==> src/rtl/vga_pkg.sv <==
// vga_pkg: screen/rectangle geometry defaults and rect_ctl motion profile
package vga_pkg;
  localparam int HOR_PIXELS  = 800;
  localparam int VER_PIXELS  = 600;
  localparam int RECT_WIDTH  = 48;
  localparam int RECT_HEIGHT = 64;
  localparam int STEP_SLOW   = 1;
  localparam int STEP_FAST   = 4;
  localparam int HOLD_FRAMES = 16;
  typedef enum logic [1:0] {IDLE, MOVE_SLOW, MOVE_FAST} rect_state_e;
endpackage

==> src/rtl/edge_rise.sv <==
// edge_rise: registers its input and flags the cycle where it goes 0->1
module edge_rise (
  input  logic clk,
  input  logic rst,
  input  logic d,
  output logic rise
);
  logic d_q;
  always_ff @(posedge clk) d_q <= rst ? 1'b0 : d;
  assign rise = d & ~d_q;
endmodule

==> src/rtl/rect_ctl.sv <==
// rect_ctl: per-frame rectangle position/visibility update at start of vblank
module rect_ctl
  import vga_pkg::*;
#(
  parameter int SCREEN_W    = HOR_PIXELS,
  parameter int SCREEN_H    = VER_PIXELS,
  parameter int RECT_W      = RECT_WIDTH,
  parameter int RECT_H      = RECT_HEIGHT,
  parameter int X_INIT      = 0,
  parameter int Y_INIT      = 0,
  parameter int STEP_SLOW_P = STEP_SLOW,
  parameter int STEP_FAST_P = STEP_FAST,
  parameter int HOLD_FRAMES_P = HOLD_FRAMES
) (
  input  logic        clk,
  input  logic        rst,
  input  logic        vblnk,
  input  logic        key_left,
  input  logic        key_right,
  input  logic        key_up,
  input  logic        key_down,
  input  logic        key_show,
  output logic [11:0] xpos,
  output logic [11:0] ypos,
  output logic        rect_en
);
  localparam int HW = $clog2(HOLD_FRAMES_P + 1);
  localparam logic [12:0] X_MAX = 13'(SCREEN_W - RECT_W);
  localparam logic [12:0] Y_MAX = 13'(SCREEN_H - RECT_H);
  rect_state_e state_q, state_d;
  logic [HW-1:0] hold_q, hold_d;
  logic [11:0] x_q, x_d, y_q, y_d;
  logic en_q, en_d, tog_q, tog_d;
  logic tick, show_rise;
  logic lf, rt, up, dn, moving, fast, tog;
  logic [12:0] step, nx, ny;
  edge_rise u_vblnk (.clk(clk), .rst(rst), .d(vblnk),    .rise(tick));
  edge_rise u_show  (.clk(clk), .rst(rst), .d(key_show), .rise(show_rise));
  always_comb begin
    lf = key_left & ~key_right;
    rt = key_right & ~key_left;
    up = key_up & ~key_down;
    dn = key_down & ~key_up;
    moving = lf | rt | up | dn;
    fast = (state_q == MOVE_FAST) || (state_q == MOVE_SLOW && hold_q == HW'(HOLD_FRAMES_P));
    step = fast ? 13'(STEP_FAST_P) : 13'(STEP_SLOW_P);
    // 13-bit sum: a negative result shows up as bit 12 set
    nx = {1'b0, x_q} + (rt ? step : lf ? 13'd0 - step : 13'd0);
    ny = {1'b0, y_q} + (dn ? step : up ? 13'd0 - step : 13'd0);
    tog = tog_q ^ show_rise;
    state_d = state_q;
    hold_d = hold_q;
    x_d = x_q;
    y_d = y_q;
    en_d = en_q;
    tog_d = tog;
    if (tick) begin
      en_d = en_q ^ tog;
      tog_d = 1'b0;
      state_d = !moving ? IDLE : fast ? MOVE_FAST : MOVE_SLOW;
      hold_d = !moving ? '0 : (state_q == IDLE) ? HW'(1) : (state_q == MOVE_SLOW && !fast) ? hold_q + HW'(1) : hold_q;
      x_d = nx[12] ? 12'd0 : (nx > X_MAX) ? X_MAX[11:0] : nx[11:0];
      y_d = ny[12] ? 12'd0 : (ny > Y_MAX) ? Y_MAX[11:0] : ny[11:0];
    end
  end
  always_ff @(posedge clk) begin
    if (rst) begin
      state_q <= IDLE;
      hold_q <= '0;
      x_q <= 12'(X_INIT);
      y_q <= 12'(Y_INIT);
      en_q <= 1'b0;
      tog_q <= 1'b0;
    end else begin
      state_q <= state_d;
      hold_q <= hold_d;
      x_q <= x_d;
      y_q <= y_d;
      en_q <= en_d;
      tog_q <= tog_d;
    end
  end
  assign xpos = x_q;
  assign ypos = y_q;
  assign rect_en = en_q;
endmodule

==> config.mk <==
export PLATFORM = sky130hd
export DESIGN_NAME = rect_ctl
export DESIGN_NICKNAME = d
export VERILOG_FILES = /design/src/rtl/vga_pkg.sv /design/src/rtl/edge_rise.sv /design/src/rtl/rect_ctl.sv
export SDC_FILE = /design/constraint.sdc
export NUM_CORES = 1
export LEC_CHECK = 0
export CORE_MARGIN = 4
export CORE_UTILIZATION = 25
export DETAILED_ROUTE_END_ITERATION = 10
export GPL_TIMING_DRIVEN = 0
export SETUP_SLACK_MARGIN = 0.05
export SLEW_MARGIN = 20
export SYNTH_ARGS = -nofsm -noshare
export SYNTH_HDL_FRONTEND = slang
export SYNTH_SLANG_ARGS = --single-unit
==> constraint.sdc <==
create_clock -name clk -period 6.7 [get_ports clk]
set_clock_uncertainty 0.05 [all_clocks]
set_input_delay 1.675 -clock clk [delete_from_list [all_inputs] [get_ports clk]]
set_output_delay 1.675 -clock clk [all_outputs]
set_load 0.02 [all_outputs]
## After elaboration in Yosys (flattened, before gate mapping)

Cells that the tools add are included.
Widths: inputs -> output; s select.

| operators by class | value |
|---|---|
| add/sub/neg operators | 4 |
| $mul | 0 |
| div/mod/pow operators | 0 |
| magnitude comparators | 2 |
| eq/ne operators | 4 |
| shift operators | 0 |
| muxes and demuxes | 14 |
| bitwise gates (word level) | 17 |
| reduce and logical (&&, ||, !) cells | 7 |

Operators with widths:

| operator | count |
|---|---|
| $mux 13 | 4 |
| $mux 12 | 4 |
| $add 12x13->13 | 2 |
| $gt 13x10->1 const B | 2 |
| $mux 5 | 3 |
| $and 1x1->1 | 6 |
| $not 1->1 | 6 |
| $add 5x1->5 const B | 1 |
| $eq 5x5->1 const B | 1 |
| $mux 2 | 2 |
| $sub 1x3->4 const A | 1 |
| $mux 3 | 1 |
| $ne 3x1->1 const B | 1 |
| $or 1x1->1 | 3 |
| $eq 2x1->1 const B | 1 |
| $eq 2x2->1 const B | 1 |
| $logic_and 1x1->1 | 2 |
| $logic_not 2->1 | 1 |
| $reduce_and 2->1 | 1 |
| $reduce_or 2->1 | 1 |
| $xor 1x1->1 | 2 |
| $logic_not 1->1 | 1 |
| $logic_or 1x1->1 | 1 |

| storage, ports and cells | value |
|---|---|
| register bits after elaboration | 35 |
| bits in latches | 0 |
| memory bits (writable) | 0 |
| bits in read-only memories | 0 |
| output and inout port bits | 25 |
| memories | 0 |

## Logic depth before layout (Yosys ltp)

Gate-level depths: netlist of run 1.

| logic depth | value |
|---|---|
| word-level depth | 11 |
| gate-level depth with buffers | 15 |
| depth with buffers taken out | 15 |

## Modules after synthesis

Synthesis of run 1 repeated with hierarchy kept, for this count alone.

| unflattened totals | value |
|---|---|
| cell total of the unflattened synthesis | 310 |
| area, all modules | 2662.6 µm² |

By module, submodules not included:

| module | instances | cells each | area each (µm²) | seq. area each (µm²) |
|---|---|---|---|---|
| rect_ctl | 1 | 304 | 2567.5 | 660.6 |
| edge_rise | 2 | 3 | 47.5 | 20.0 |

## Worst setup path after synthesis of run 1

No wires, ideal clock.

| path | value |
|---|---|
| path type | input to register |
| start | input key_left |
| end | register x_q[2], in the netlist xpos[2] |
| arrival time | 4188 ps |
| data required time | 6533 ps |
| path slack | 2346 ps |
| stages | 14 |
| path buffers | 0 |
| cells stage by stage | inv_1 ha_1 nor2_1 nor2_1 ha_1 fa_1 a21o_1 a221oi_2 xor2_1 a211oi_1 a31oi_1 o2111a_2 and2_1 a22o_1 |

| between the ends | value |
|---|---|
| cells in the longest elaborated chain, start to end | 7 |

Ends and longest elaborated chain:

| what | line | text |
|---|---|---|
| start, declared | rect_ctl.sv:18 | `input logic key_left,` |
| $and 1x1->1 or $not 1->1 (tied branches) | rect_ctl.sv:40, rect_ctl.sv:41 |  |
| $mux 13 or $and 1x1->1 (tied branches) | rect_ctl.sv:48, rect_ctl.sv:41 |  |
| $mux 13 * | rect_ctl.sv:48 | `nx = {1'b0, x_q} + (rt ? step : lf ? 13'd0 - step : 13'd0);` |
| $add 12x13->13 * | rect_ctl.sv:48 |  |
| $gt 13x10->1 | rect_ctl.sv:62 | `x_d = nx[12] ? 12'd0 : (nx > X_MAX) ? X_MAX[11:0] : nx[11:0];` |
| $mux 12 | rect_ctl.sv:62 |  |
| $mux 12 * | rect_ctl.sv:62 |  |
| end signal, assigned | rect_ctl.sv:70 | `x_q <= 12'(X_INIT);` |
| end, declared | rect_ctl.sv:32 | `logic [11:0] x_q, x_d, y_q, y_d;` |

Mark *: on every way between the ends. The rest lies on a longest branch, timed or not.
A chain may end at the register's enable or synchronous reset.

## Worst setup path after layout of run 1

Ends and elaborated chain as after synthesis.

==> impl_metrics.env, run 1 <==
export IMPL_drtIter0Drc=73
export IMPL_yosys_register_bits=35
export IMPL_synth_common_cells="dfxtp_1 (35), nand2_1 (32), ha_1 (29)"
export IMPL_track_usage_pct=10.7
export IMPL_antenna_left=0
export IMPL_via_per_inst=4.85
export IMPL_synthDistinctLibCells=52
export IMPL_yosys_top_cells_area="dfxtp_1 (27%), ha_1 (14%), nand2_1 (4.7%)"
export IMPL_critical_path_top_delay_family="compound AO/OA/AOI/OAI gates"
export IMPL_dieWidth_um=109
export IMPL_setup_viol=0
export IMPL_slew_viol_final=0
export IMPL_yosysTopAreaCell="dfxtp_1"
export IMPL_antenna_found_initial=0
export IMPL_synth_top_area_share_pct=27.4
export IMPL_wl_per_cell_um=12.9
export IMPL_drive_gt1_share_pct=5.16
export IMPL_cts_buffers=5
export IMPL_clock_path_buffers=2
export IMPL_cts_tree="done"
export IMPL_cp_max_fo=5
export IMPL_yosysSeqAreaShare_pct=27.4
export IMPL_grt_overflow_total=0
export IMPL_start_util_pct=25.9
export IMPL_clock_sinks=35
export IMPL_start_kind="primary input"
export IMPL_clkTransAtPathRegs_ps=70
export IMPL_path_buf_inv=2
export IMPL_worst_ir_drop_vdd_mv=0.0862
export IMPL_cts_htree_levels=2
export IMPL_min_period_ps=4930
export IMPL_worst_setup_path_type="primary input to register"
export IMPL_postCtsSetupRepairBufs=0
export IMPL_yosys_cell_count_top_type="dfxtp_1"
export IMPL_synth_cells=310
export IMPL_hold_class="register to register"
export IMPL_synthFlopType="dfxtp_1"
export IMPL_cts_root_buf="clkbuf_8"
export IMPL_fmax_mhz=203
export IMPL_critPathArrivalTime_ps=5060
export IMPL_syn_nets=349
export IMPL_crit_path_end_kind="register"
export IMPL_dp_hpwl_mm=4.84
export IMPL_die_height_um=109
export IMPL_syn_to_final_growth_pct=23.3
export IMPL_leakagePower_nw=1.29
export IMPL_fp_coreArea_um2=9860
export IMPL_rows=36
export IMPL_final_nets=387
export IMPL_final_setup_tns_ps=0
export IMPL_dr_pass1_iters=4
export IMPL_rrSetupSlack_ps=2740
export IMPL_synth_edf_count=0
export IMPL_status="completed"
export IMPL_cap_violations=0
export IMPL_grt_first_pass_wirelength_mm=10.3
export IMPL_wl_mm=6.20
export IMPL_crit_path_top_delay_cell="clkdlybuf4s50_1"
export IMPL_rsz0062_at_grt="no"
export IMPL_power_per_cell_area_nw_per_um2=176
export IMPL_path_cells="clkdlybuf4s50_1, inv_1, ha_1, nor2_1, nor2_1, ha_1, fa_1, a21o_1, a221oi_2, xor2_1, a211oi_1, a31oi_1, o2111a_2, and2_1, a22o_1"
export IMPL_gp_congestion=0.782
export IMPL_synth_area_um2=2550
export IMPL_slew_headroom_pct=63.0
export IMPL_cts_resized=0
export IMPL_worst_pin_slew_ps=555
export IMPL_hold_slack_ps=420
export IMPL_postCtsHoldBufs=0
export IMPL_clkLatencyLatePin_ps=280
export IMPL_portBuffers=31
export IMPL_slowest_delay_ps=520
export IMPL_antenna_cells=0
export IMPL_syn_avg_cell_area_um2=8.24
export IMPL_synthArstFlopShare_pct=0
export IMPL_fin_util_pct=31.9
export IMPL_io_pins=33
export IMPL_vias=2338
export IMPL_dieArea_um2=11900
export IMPL_grt_pass1_vias=2262
export IMPL_fin_crit_sh_pct=73.6
export IMPL_grt_max_degree=14
export IMPL_yosysWarnings=0
export IMPL_hold_violations=0
export IMPL_drc=0
export IMPL_required_ps=6830
[metrics by stage]
step | total power (W) | setup WS, ps | std cells | cell area, um^2
after global routing | 0.000585 | 1540 | 482 | 3150
final | 0.000555 | 1770 | 482 | 3150
after floorplan | 0.000321 | 2350 | 310 | 2550
after CTS | 0.000561 | 1750 | 482 | 3150
after detailed placement | 0.000361 | 1460 | 474 | 3030
after global placement | 0.000359 | 1520 | 474 | 3030
[power by group]
group / internal, W / switching (W)
Combinational: 0.0000553 / 0.0000772
Sequential: 0.000217 / 0.00000829
Clock: 0.000120 / 0.0000771
Total: 0.000393 / 0.000163
[metal layers]
layer / vias up / GRT usage (%) / part of all wire, %
li1: 1212 / - / -
met1: 1087 / 13.0 / 47
met2: 33 / 18.6 / 48
met3: 6 / 2.49 / 4.1
met4: 0 / 2.98 / 0.85
met5: - / 0 / 0
[worst paths after layout]
kind | from | end | cells after the start
hold reg to reg | ypos[8]$_SDFFE_PP0P_ | ypos[8]$_SDFFE_PP0P_ | 2
setup / recovery | key_left | xpos[2]$_SDFFE_PP0P_ | 15
setup reg to reg | hold_q[0]$_SDFFE_PP0P_ | xpos[2]$_SDFFE_PP0P_ | 15
hold / removal | ypos[8]$_SDFFE_PP0P_ | ypos[8]$_SDFFE_PP0P_ | 2
[state kept, by name, summed over array words and instances, names as in the netlist]
register and flops:
tog_q 1, ypos 12, state_q 2, u_show.d_q 1, xpos 12, rect_en 1, hold_q 5, u_vblnk.d_q 1
[placed cells by master (no fill, tap or decap), types with 9 or more instances in the layout]
master,synthesis,layout
o21ai_0,18,18
ha_1,29,29
inv_1,15,15
xor2_1,13,13
nand2_1,32,32
dfxtp_1,35,35
nor3_1,9,9
xnor2_1,9,9
a21oi_1,20,20
nor2_1,24,24
clkdlybuf4s50_1,0,31
[worst reg2reg max path: stages (launching register included)]
cell,delay (ps)
dfxtp_1,360
inv_1,70
ha_1,140
a41oi_1,200
a21oi_1,500
nor2_1,120
ha_1,230
fa_1,400
a21o_1,200
a221oi_2,340
xor2_1,150
a211oi_1,270
a31oi_1,130
o2111a_2,310
and2_1,200
a22o_1,200
[cell families after synthesis]
kind of cell	synth area share [%]
xor gates and xnor gates	7.54
adders and majority gates	15.8
AOI/OAI and AO/OA	25.1
muxes	0.833
and+or+nand+nor	20.4
buffers and inverters	2.99
DFF	27.4
[layout make-up]
| class | instances | area, um^2 |
|---|---|---|
| inverters | 15 | 56.3 |
| fillers | 1024 | 6720 |
| repair buffers | 31 | 310 |
| well taps | 133 | 166 |
| multi-input cells | 255 | 1780 |
| clock buffers | 6 | 82.6 |
| flip-flops and latches | 35 | 701 |
| clock inverters | 2 | 35.0 |
| plain buffers | 5 | 20.0 |
No activity file was read; power rests on OpenSTA's default activity.
==> inputs of run 2 (changes only) <==
==> constraint.sdc (replaced) <==
create_clock -name clk -period 4.6 [get_ports clk]
set_clock_uncertainty 0.05 [all_clocks]
set_input_delay 1.15 -clock clk [delete_from_list [all_inputs] [get_ports clk]]
set_output_delay 1.15 -clock clk [all_outputs]
set_load 0.02 [all_outputs]
==> run 2 against run 1 <==
Effect of this change:
- sequential cell count did not move
- register-to-register slack got worse by 2000 ps
- clock power rose by 45%
- largest power group unchanged
- wire length rose by 0.13%
- sequential power rose by 46%
- sequential share of layout area fell by 0.18 points
- count of clock-buffer cells in the layout did not move
- cell area rose by 0.83%
- worst setup slack got worse by 1400 ps
- via count rose by 0.47%
- non-clock buffer count did not move
- first-iteration DRC count rose by 6.8%
==> impl_metrics.env, run 2 (synthesis results as in run 1) <==
export IMPL_rsz0062_at_grt="no"
export IMPL_cts_htree_levels=2
export IMPL_io_pins=33
export IMPL_slowest_delay_ps=520
export IMPL_start_util_pct=25.9
export IMPL_cts_root_buf="clkbuf_8"
export IMPL_crit_path_end_kind="register"
export IMPL_dieWidth_um=109
export IMPL_fillCellCount=1026
export IMPL_layout_commonest_cell="dfxtp_1"
export IMPL_worst_pin_slew_ps=583
export IMPL_path_buf_inv=2
export IMPL_highest_layer="met4"
export IMPL_hold_slack_ps=420
export IMPL_fp_coreArea_um2=9860
export IMPL_path_cells="clkdlybuf4s50_1, inv_1, ha_1, mux2_2, ha_1, a21oi_1, nand2_1, a311oi_1, xnor2_1, a31oi_1, o2111a_2, and2_1, a22o_1"
export IMPL_syn_to_final_growth_pct=24.3
export IMPL_start_kind="primary input"
export IMPL_clock_path_buffers=2
export IMPL_clkLatencyLatePin_ps=280
export IMPL_cts_buffers=5
export IMPL_rows=36
export IMPL_crit_path_top_delay_cell="clkdlybuf4s50_1"
export IMPL_postCtsSetupRepairBufs=0
export IMPL_antenna_found_initial=0
export IMPL_layout_common_cells="dfxtp_1 (35), nand2_1 (32), clkdlybuf4s50_1 (31)"
export IMPL_critical_path_top_delay_family="compound AO/OA/AOI/OAI gates"
export IMPL_worst_setup_path_type="primary input to register"
export IMPL_track_usage_pct=10.7
export IMPL_clkTransAtPathRegs_ps=70
export IMPL_min_period_ps=4270
export IMPL_portBuffers=31
export IMPL_slew_viol_final=0
export IMPL_final_cells=482
export IMPL_wl_mm=6.21
export IMPL_fin_crit_sh_pct=92.8
export IMPL_cap_violations=0
export IMPL_drive_gt1_share_pct=6.02
export IMPL_vias=2349
export IMPL_dp_hpwl_mm=4.84
export IMPL_drc=0
export IMPL_required_ps=4730
export IMPL_fin_ws_ps=330
export IMPL_cts_tree="done"
export IMPL_via_per_inst=4.87
export IMPL_leakagePower_nw=1.29
export IMPL_wl_per_cell_um=12.9
export IMPL_wl_met3_um=267
export IMPL_wl_met1_mm=2.91
export IMPL_grt_pass1_vias=2262
export IMPL_final_setup_tns_ps=0
export IMPL_clock_sinks=35
export IMPL_critPathArrivalTime_ps=4400
export IMPL_cpMostUsedCell="ha_1"
export IMPL_grt_overflow_total=0
export IMPL_dr_pass1_iters=5
export IMPL_antenna_left=0
export IMPL_drtIter0Drc=78
export IMPL_p_total_w=0.000812
export IMPL_slew_headroom_pct=61.1
export IMPL_status="completed"
export IMPL_power_per_cell_area_nw_per_um2=256
export IMPL_setup_viol=0
export IMPL_grt_max_degree=14
export IMPL_dr_wl_met2_mm=2.96
export IMPL_hold_class="register to register"
export IMPL_place_inst=474
export IMPL_dieArea_um2=11900
export IMPL_hold_violations=0
export IMPL_final_nets=387
export IMPL_grt_first_pass_wirelength_mm=10.3
export IMPL_fmax_mhz=234
export IMPL_die_height_um=109
export IMPL_cp_max_fo=5
export IMPL_worst_ir_drop_vdd_mv=0.126
export IMPL_dp_worst_setup_slack_ps=-119
export IMPL_gp_congestion=0.782
export IMPL_antenna_cells=0
-- run 2: area by class of cell --
class | count | area [um^2] | area share [%]
multi-input cells | 255 | 1800 | 56.8
flip-flops and latches | 35 | 701 | 22.1
repair buffers | 31 | 310 | 9.77
well taps | 133 | 166 | 5.24
clock buffers | 6 | 82.6 | 2.60
inverters | 15 | 56.3 | 1.77
clock inverters | 2 | 35.0 | 1.10
plain buffers | 5 | 20.0 | 0.630
-- run 2: timing repair --
| action | in CTS | in global routing |
|---|---|---|
| endpoints found under the hold margin | 0 | 0 |
| gates resized for setup | 0 | 4 |
| hold buffers | 0 | 0 |
| setup endpoints to repair | 0 | 5 |
-- run 2: worst paths after layout --
path	from	to	slack (ps)	cells past startpoint
setup reg to reg	hold_q[0]$_SDFFE_PP0P_	xpos[2]$_SDFFE_PP0P_	720	14
hold / removal	ypos[8]$_SDFFE_PP0P_	ypos[8]$_SDFFE_PP0P_	420	2
setup / recovery	key_left	xpos[2]$_SDFFE_PP0P_	330	13
hold reg to reg	ypos[8]$_SDFFE_PP0P_	ypos[8]$_SDFFE_PP0P_	420	2
-- run 2: layer usage --
layer / up-vias / GRT usage, %
met2: 46 / 18.6
met4: 0 / 2.98
li1: 1213 / -
met1: 1081 / 13.0
met5: - / 0
met3: 9 / 2.49
-- run 2: tightest hold or removal path, stage by stage, from the launching register on --
cell and delay [ps]:
dfxtp_1 330, nand2_1 50, o21ai_1 50
-- run 2: report_power, final --
part / switching, W / internal (W) / total, W
sequential: 0.0000121 / 0.000316 / 0.000328
clock: 0.000112 / 0.000175 / 0.000288
combinational: 0.000114 / 0.0000817 / 0.000196
total: 0.000239 / 0.000573 / 0.000812
-- run 2: per-stage QoR --
step,util [%],cell area [um^2]
after global routing,32.2,3180
after detailed placement,30.7,3030
final,32.2,3180
after CTS,31.9,3150
after floorplan,-,2550
after global placement,30.7,3030
==> inputs of run 3 (changes only) <==
--- a/config.mk
+++ b/config.mk
@@ -5,6 +5,7 @@
 export SDC_FILE = /design/constraint.sdc
 export NUM_CORES = 1
 export LEC_CHECK = 0
+export ABC_CLOCK_PERIOD_IN_PS = 5080
 export CORE_MARGIN = 4
 export CORE_UTILIZATION = 25
 export DETAILED_ROUTE_END_ITERATION = 10
==> constraint.sdc (replaced) <==
create_clock -name clk -period 5.08 [get_ports clk]
set_clock_uncertainty 0.05 [all_clocks]
set_input_delay 1.27 -clock clk [delete_from_list [all_inputs] [get_ports clk]]
set_output_delay 1.27 -clock clk [all_outputs]
set_load 0.02 [all_outputs]
==> results of run 3 <==
Same layout as run 1 (identical final DEF). Status: completed.
Main changes from that run: setup slack after placement 1460 ps -> 241 ps; setup slack after layout 1770 ps -> 553 ps; register-to-register setup slack 2740 ps -> 1120 ps; total power 0.000555 W -> 0.000733 W; worst IR drop on VDD 0.0862 mV -> 0.114 mV
